## src/rtl/tt6581_pkg.sv

```systemverilog
// rtl/tt6581_pkg.sv - shared types and default widths for the multiplier arbiter
package tt6581_pkg;

  typedef enum logic [1:0] {
    IDLE   = 2'd0,
    ISSUE  = 2'd1,
    SETTLE = 2'd2,
    WAIT   = 2'd3
  } arb_state_e;

  localparam int MULT_A_W = 14;
  localparam int MULT_B_W = 8;
  localparam int MULT_P_W = 14;

endpackage

```

## src/rtl/arb_pick.sv

```systemverilog
// rtl/arb_pick.sv - combinational winner select, first active request above ptr (wrapping)
module arb_pick #(
  parameter  int NUM_REQ = 3,
  localparam int IDX_W   = $clog2(NUM_REQ)
) (
  input  logic [NUM_REQ-1:0] req,
  input  logic [IDX_W-1:0]   ptr,
  output logic [NUM_REQ-1:0] win_onehot,
  output logic [IDX_W-1:0]   win_idx
);

  // ptr = NUM_REQ-1 makes the search start at index 0, i.e. fixed priority
  always_comb begin
    logic found;
    int   cand;
    found      = 1'b0;
    cand       = 0;
    win_onehot = '0;
    win_idx    = '0;
    for (int k = 0; k < NUM_REQ; k++) begin
      cand = int'(ptr) + 1 + k;
      if (cand >= NUM_REQ) cand = cand - NUM_REQ;
      if (!found && req[cand]) begin
        found            = 1'b1;
        win_onehot[cand] = 1'b1;
        win_idx          = IDX_W'(cand);
      end
    end
  end

endmodule

```

## src/rtl/mult_arbiter.sv

```systemverilog
// rtl/mult_arbiter.sv - shares one multiplier among NUM_REQ requesters
// MULT_ARB_RR_EN selects round-robin arbitration; fixed priority otherwise.
module mult_arbiter
  import tt6581_pkg::*;
#(
  parameter int NUM_REQ = 3,
  parameter int A_W     = MULT_A_W,
  parameter int B_W     = MULT_B_W,
  parameter int P_W     = MULT_P_W
) (
  input  logic                   clk_i,
  input  logic                   rst_ni,
  input  logic [NUM_REQ-1:0]     req_i,
  input  logic [NUM_REQ*A_W-1:0] op_a_i,
  input  logic [NUM_REQ*B_W-1:0] op_b_i,
  output logic [NUM_REQ-1:0]     gnt_o,
  output logic [NUM_REQ-1:0]     done_o,
  output logic [P_W-1:0]         prod_o,
  output logic                   busy_o,
  output logic                   mult_start_o,
  output logic [A_W-1:0]         mult_op_a_o,
  output logic [B_W-1:0]         mult_op_b_o,
  input  logic                   mult_ready_i,
  input  logic [P_W-1:0]         mult_prod_i
);

  localparam int IDX_W = $clog2(NUM_REQ);

  arb_state_e         state_q, state_d;
  logic [IDX_W-1:0]   owner_q;
  logic [IDX_W-1:0]   ptr;
  logic [NUM_REQ-1:0] win_onehot;
  logic [IDX_W-1:0]   win_idx;
  logic               grant_fire;
  logic               done_fire;

  assign grant_fire = (state_q == IDLE) && (|req_i) && mult_ready_i;
  assign done_fire  = (state_q == WAIT) && mult_ready_i;

`ifdef MULT_ARB_RR_EN
  logic [IDX_W-1:0] ptr_q;

  always_ff @(posedge clk_i or negedge rst_ni) begin
    if (!rst_ni) begin
      ptr_q <= IDX_W'(NUM_REQ - 1);
    end else if (grant_fire) begin
      ptr_q <= win_idx;
    end
  end

  assign ptr = ptr_q;
`else
  assign ptr = IDX_W'(NUM_REQ - 1);
`endif

  arb_pick #(
    .NUM_REQ (NUM_REQ)
  ) u_pick (
    .req        (req_i),
    .ptr        (ptr),
    .win_onehot (win_onehot),
    .win_idx    (win_idx)
  );

  always_ff @(posedge clk_i or negedge rst_ni) begin
    if (!rst_ni) begin
      state_q <= IDLE;
    end else begin
      state_q <= state_d;
    end
  end

  // SETTLE exists only to ignore the ready left high from before the start pulse
  always_comb begin
    state_d = state_q;
    case (state_q)
      IDLE:    if (grant_fire) state_d = ISSUE;
      ISSUE:   state_d = SETTLE;
      SETTLE:  state_d = WAIT;
      WAIT:    if (mult_ready_i) state_d = IDLE;
      default: state_d = IDLE;
    endcase
  end

  always_comb begin
    busy_o       = (state_q != IDLE);
    mult_start_o = (state_q == ISSUE);
  end

  always_ff @(posedge clk_i or negedge rst_ni) begin
    if (!rst_ni) begin
      gnt_o       <= '0;
      done_o      <= '0;
      prod_o      <= '0;
      mult_op_a_o <= '0;
      mult_op_b_o <= '0;
      owner_q     <= '0;
    end else begin
      gnt_o  <= grant_fire ? win_onehot : '0;
      done_o <= done_fire ? (NUM_REQ'(1) << owner_q) : '0;
      if (grant_fire) begin
        mult_op_a_o <= op_a_i[int'(win_idx)*A_W +: A_W];
        mult_op_b_o <= op_b_i[int'(win_idx)*B_W +: B_W];
        owner_q     <= win_idx;
      end
      if (done_fire) begin
        prod_o <= mult_prod_i;
      end
    end
  end

endmodule

```

## config.mk

```make
export PLATFORM = sky130hd
export DESIGN_NAME = mult_arbiter
export DESIGN_NICKNAME = d
export VERILOG_FILES = /design/src/rtl/tt6581_pkg.sv /design/src/rtl/arb_pick.sv /design/src/rtl/mult_arbiter.sv
export SDC_FILE = /design/constraint.sdc
export NUM_CORES = 1
export LEC_CHECK = 0
export ABC_AREA = 1
export CAP_MARGIN = 10
export CORE_MARGIN = 2
export CORE_UTILIZATION = 42
export CTS_CLUSTER_DIAMETER = 30
export DETAILED_ROUTE_END_ITERATION = 12
export PLACE_DENSITY = 0.86
export SETUP_SLACK_MARGIN = 0.1
export SYNTH_ARGS = -nofsm -noshare
export SYNTH_HDL_FRONTEND = slang
export SYNTH_SLANG_ARGS = --single-unit
```

## constraint.sdc

```tcl
create_clock -name clk_i -period 4.28 [get_ports clk_i]
set_input_delay 1.07 -clock clk_i [delete_from_list [all_inputs] [get_ports clk_i]]
set_output_delay 1.07 -clock clk_i [all_outputs]
set_load 0.02 [all_outputs]
```

Word-level counts from Yosys, hierarchy flattened
Index checks and enable logic that the tools add are counted.
W data, S select, Z words.
{"block": "totals", "regBits": 46, "latchBits": 0, "ram_bits": 0, "mem_bits_ro": 0, "out_inout_bits": 44, "mem_count": 0}
{"block": "op_classes", "add_sub_neg": 0, "multipliers": 1, "n_div": 0, "order_cmp": 0, "n_eq_ne": 5, "n_shift": 3, "muxes": 12, "bitwise_logic": 0, "n_reduce_logical": 11}
{"op": "$shiftx A42 B7 Y14", "n": 1}
{"op": "$shiftx A24 B6 Y8", "n": 1}
{"op": "$mux W3", "n": 3}
{"op": "$mux W2", "n": 4}
{"op": "$pmux W2 S4", "n": 1}
{"op": "$logic_and A1 B1 Y1", "n": 5}
{"op": "$mul A2 B3 Y5 const B", "n": 1}
{"op": "$eq A2 B2 Y1 const B", "n": 2}
{"op": "$mux W1", "n": 4}
{"op": "$ne A2 B2 Y1 const B", "n": 2}
{"op": "$reduce_or A3 Y1", "n": 1}
{"op": "$shl A1 B2 Y3 const A", "n": 1}
{"op": "$eq A2 B1 Y1 const B", "n": 1}
{"op": "$logic_not A1 Y1", "n": 2}
{"op": "$logic_not A2 Y1", "n": 1}
{"op": "$reduce_and A2 Y1", "n": 1}
{"op": "$reduce_bool A2 Y1", "n": 1}

Depth between registers and ports, before layout
{"block": "depth", "ltp_word": 9, "mapped_depth": 9, "ltp_nobuf": 9}

By module
A second synthesis with hierarchy kept.
{"block": "unflattened", "hier_cells": 355, "area_unflattened_um2": 2673.8}
{"mod": "mult_arbiter", "n_inst": 1, "cells_per_inst": 291, "area_each_um2": 2323.5, "seq_area_each_um2": 1151.1}
{"mod": "arb_pick", "n_inst": 1, "cells_per_inst": 64, "area_each_um2": 350.3, "seq_area_each_um2": 0.0}

Least setup slack after synthesis
Ideal clock, no wire load.
{"block": "synth_path", "kind": "input port to flip-flop", "from": "input mult_ready_i", "to": "register prod_o[10]", "arrival_time_ns": 1.751, "t_required_ns": 4.155, "setup_slack_ns": 2.405, "stages": 3, "path_buffers": 1, "path_cell_list": "nand2_2 -> buf_2 -> mux2_2"}
{"block": "synth_via", "elab_chain_cells": 1}
{"item": "start: declaration", "line_no": "mult_arbiter.sv:23", "rtl": "input logic mult_ready_i,"}
{"item": "$logic_and A1 B1 Y1", "line_no": "mult_arbiter.sv:38", "rtl": "assign done_fire = (state_q == WAIT) && mult_ready_i;"}
{"item": "end signal: assignment", "line_no": "mult_arbiter.sv:107", "rtl": "prod_o <= mult_prod_i;"}
{"item": "end: declaration", "line_no": "mult_arbiter.sv:18", "rtl": "output logic [P_W-1:0] prod_o,"}
No other way between the ends.
A chain may end at the register's enable or synchronous reset.

Final worst setup path
{"block": "layout_path", "from": "input req_i[0]", "to": "register mult_op_b_o[0]"}
{"block": "layout_via", "elab_chain_cells": 8}
{"item": "start: declaration", "line_no": "mult_arbiter.sv:13", "rtl": "input logic [NUM_REQ-1:0] req_i,"}
{"item": "$mux W1", "line_no": "arb_pick.sv:23", "rtl": "if (!found && req[cand]) begin"}
{"item": "$logic_not A1 Y1", "line_no": "arb_pick.sv:23"}
{"item": "$logic_and A1 B1 Y1", "line_no": "arb_pick.sv:23"}
{"item": "$mux W1", "line_no": "arb_pick.sv:23"}
{"item": "$logic_not A1 Y1", "line_no": "arb_pick.sv:23"}
{"item": "$logic_and A1 B1 Y1", "line_no": "arb_pick.sv:23"}
{"item": "$mux W2", "line_no": "arb_pick.sv:23"}
{"item": "$shiftx A24 B6 Y8", "line_no": "mult_arbiter.sv:103", "rtl": "mult_op_b_o <= op_b_i[int'(win_idx)*B_W +: B_W];"}
{"item": "end signal: assignment", "line_no": "mult_arbiter.sv:103"}
{"item": "end: declaration", "line_no": "mult_arbiter.sv:22", "rtl": "output logic [B_W-1:0] mult_op_b_o,"}
Parallel ways exist; a longest one is shown, timed or not.

==> impl_metrics.json <==
{
  "status": "finished clean",
  "coreArea_sq_mm": 0.00544,
  "synth_area_leaders": "dfrtp_1 49%, nand3_1 14%, nand2_1 14%",
  "rrSetupSlack_ns": 2.20,
  "route.met2.wl_um": 2960,
  "cpPeakStageDelay_ns": 0.66,
  "final_net_count": 489,
  "grt_pass1_vias": 2210,
  "h-tree-depth": 2,
  "numCtsBuffers": 5,
  "num_rows": 27,
  "drt_iter0_drc": 91,
  "cp_slowest_cell": "nand2_1",
  "die_h_um": 78.5,
  "worstMarginPinSlew_ns": 0.986,
  "worstRegToRegCells": 8,
  "place_hpwl_um": 4630,
  "diodes": 0,
  "hold_class": "reg2reg",
  "synth.area.mux_share": 0.0676,
  "grt_start_max_net_pins": 47,
  "num_vias": 2332,
  "path_common_cell": "nand2_1",
  "power.static_leakage_nw": 1.74,
  "synth_ff_type": "dfrtp_1",
  "setup_viol": 0,
  "avgSynthCellArea_sq_um": 8.45,
  "p_per_area_mw_per_mm2": 562,
  "worstPathMaxFanout": 24,
  "synthDistinctLibCells": 20,
  "cp-start-kind": "input pin",
  "antenna_left": 0,
  "setup-tns-final_ns": 0,
  "post_drt_wl_per_cell_um": 13.4,
  "regArea_sq_mm": 0.00115,
  "routed_wl_um": 6300,
  "grt-ovfl-total": 0,
  "synth-simple-area-share": 0.351,
  "insertion_delay_ns": 0.30,
  "synthAdderAreaFrac": 0.0268,
  "hold_viol": 0,
  "startpoint": "req_i[0]",
  "dieArea_sq_mm": 0.00617,
  "endpoint_kind": "flop",
  "yosysMostFrequentCell": "nand2_1",
  "antenna_found_initial": 0,
  "synth_commonest_cells": "84 x nand2_1, 65 x nand3_1, 46 x dfrtp_1, 14 x mux2_2, 13 x inv_1",
  "yosys.area.top_type_share": 0.493,
  "cts.path.max_buffers": 2,
  "met3WireLength_um": 746,
  "fmax_ghz": 0.337,
  "cp.required_ns": 4.47,
  "holdPathEnd": "done_o[0]",
  "timing.rr.end": "mult_op_a_o[6]",
  "via_per_inst": 4.95,
  "synth_top_family_by_area": "simple AND/OR/NAND/NOR gates",
  "placed_cell_area_sq_mm": 0.00364,
  "fp.dieW_um": 78.5,
  "postSynthCellCount": 276,
  "initial_core_util": 0.429,
  "period_share": 0.693,
  "cts_hold_buf": 0,
  "ioPinCount": 130,
  "synth_xor_area_frac": 0,
  "reg2reg_from": "state_q[0]",
  "dr.pass1.iters": 4,
  "drt-met1-wl_um": 2510,
  "top_layer": "met4",
  "hp-start": "owner_q[1]",
  "syn_nets": 367,
  "max-slew-margin-rel": 0.342,
  "path_clk_slew_ns": 0.08,
  "fin_skew_ns": 0.00317,
  "gp_congestion": 0.767,
  "tritoncts": "built",
  "clock-sinks": 46,
  "path_cells": "clkdlybuf4s50_1 > inv_1 > nand2_1 > nand2_1 > nand3_1 > nand3_1 > nand2_1",
  "seq_area_frac_synth": 0.493,
  "multi_input_area_sq_mm": 0.00105,
  "path_class": "in2reg",
  "rsz0062_at_grt": "false",
  "syn_area_sq_mm": 0.00233,
  "cts_setup_buffers": 0,
  "cts_resized": 0,
  "drv_cap": 0,
  "grt_pass1_wl_um": 10200,
  "synth_compound_area_frac": 0.00536,
  "yosysTopAreaCell": "dfrtp_1",
  "areaGrowthSynthToFinish_pct": 60.7,
  "drv_slew": 0,
  "synth_edf_count": 0,
  "hold_depth": 1,
  "nFillCells": 466,
  "drive_gt1_frac": 0.0802,
  "portBuffers": 129,
  "grt_usage": 0.211,
  "fin_crit_ns": 2.97,
  "cts_root_buf": "clkbuf_8",
  "drc_errors": 0,
  "synth_warnings": 0,
  "ir_drop_mv": 0.328,
  "crit_arrival_ns": 3.16,
  "final_area_sq_mm": 0.00375,
  "ys_ff_latch": 46,
  "synthArstFlopShare": 1.00
}
==> layout make-up <==
cell class,count,share of cell area
clock inverters,2,0.0100
repair buffers,130,0.345
flip-flops and latches,46,0.307
clock buffers,6,0.0194
inverters,14,0.0140
multi-input cells,201,0.281
well taps,72,0.0240
==> sequential cells by signal (all words and copies together) (netlist names) <==
name	flops
mult_op_a_o	14
gnt_o	3
done_o	3
state_q	2
prod_o	14
mult_op_b_o	8
owner_q	2
==> metrics by stage <==
stage,cells,worst slack (ns),total power [mW],utilization,hold slack (ns)
2_1_floorplan,276,2.40,1.28,-,0.412
4_1_cts,471,1.31,2.13,0.689,0.453
3_5_place_dp,463,0.979,1.81,0.669,0.446
6_report,471,1.31,2.11,0.689,0.451
3_3_place_gp,463,1.07,1.78,0.669,0.419
5_1_grt,471,1.09,2.25,0.689,0.476
==> cell families (layout without fill, tap and decap cells) <==
logic type | after synthesis | in the layout
multiplexers | 14 | 14
buffers and inverters | 29 | 152
AO/OA/AOI/OAI | 2 | 2
AND/OR/NAND/NOR | 180 | 180
adder cells (fa/ha/maj) | 5 | 5
flip-flops | 46 | 46
==> where the power goes <==
part	internal (mW)	leakage, nW	total, mW	switching (mW)
sequential	0.623	0.576	0.728	0.105
combinational	0.530	1.11	1.06	0.533
clock	0.174	0.0514	0.317	0.143
==> how the worst max path moves through the flow <==
stage | slack [ns] | cells after the start | to
6_report | 1.31 | 7 | mult_op_b_o[0]
5_1_grt | 1.09 | 7 | mult_op_b_o[2]
4_1_cts | 1.31 | 7 | mult_op_b_o[0]
3_5_place_dp | 0.98 | 7 | mult_op_b_o[0]
3_3_place_gp | 1.07 | 7 | mult_op_b_o[7]
2_1_floorplan | 2.40 | 3 | prod_o[10]
==> critical path, delay by kind of cell <==
family,cells,cell delay (ns)
buf+inv,2,0.93
simple gates,5,1.16
==> placed cells by master (no fill, tap or decap), drive strengths merged <==
master / netlist / final
o21ai: 1 / 1
nand2: 87 / 87
bufinv: 0 / 1
nand3: 65 / 65
o21bai: 1 / 1
nor2: 6 / 6
mux2: 14 / 14
nor3: 2 / 2
clkinvlp: 0 / 1
clkdlybuf4s50: 0 / 128
inv: 14 / 14
or2: 20 / 20
clkbuf: 3 / 6
buf: 12 / 2
ha: 5 / 5
dfrtp: 46 / 46
==> per-layer routing <==
| metal | global-route usage | vias up |
|---|---|---|
| met4 | 0.0649 | 0 |
| met5 | 0 | - |
| li1 | - | 1131 |
| met1 | 0.256 | 1081 |
| met2 | 0.344 | 112 |
| met3 | 0.0862 | 8 |
No activity file was read; power rests on OpenSTA's default activity.
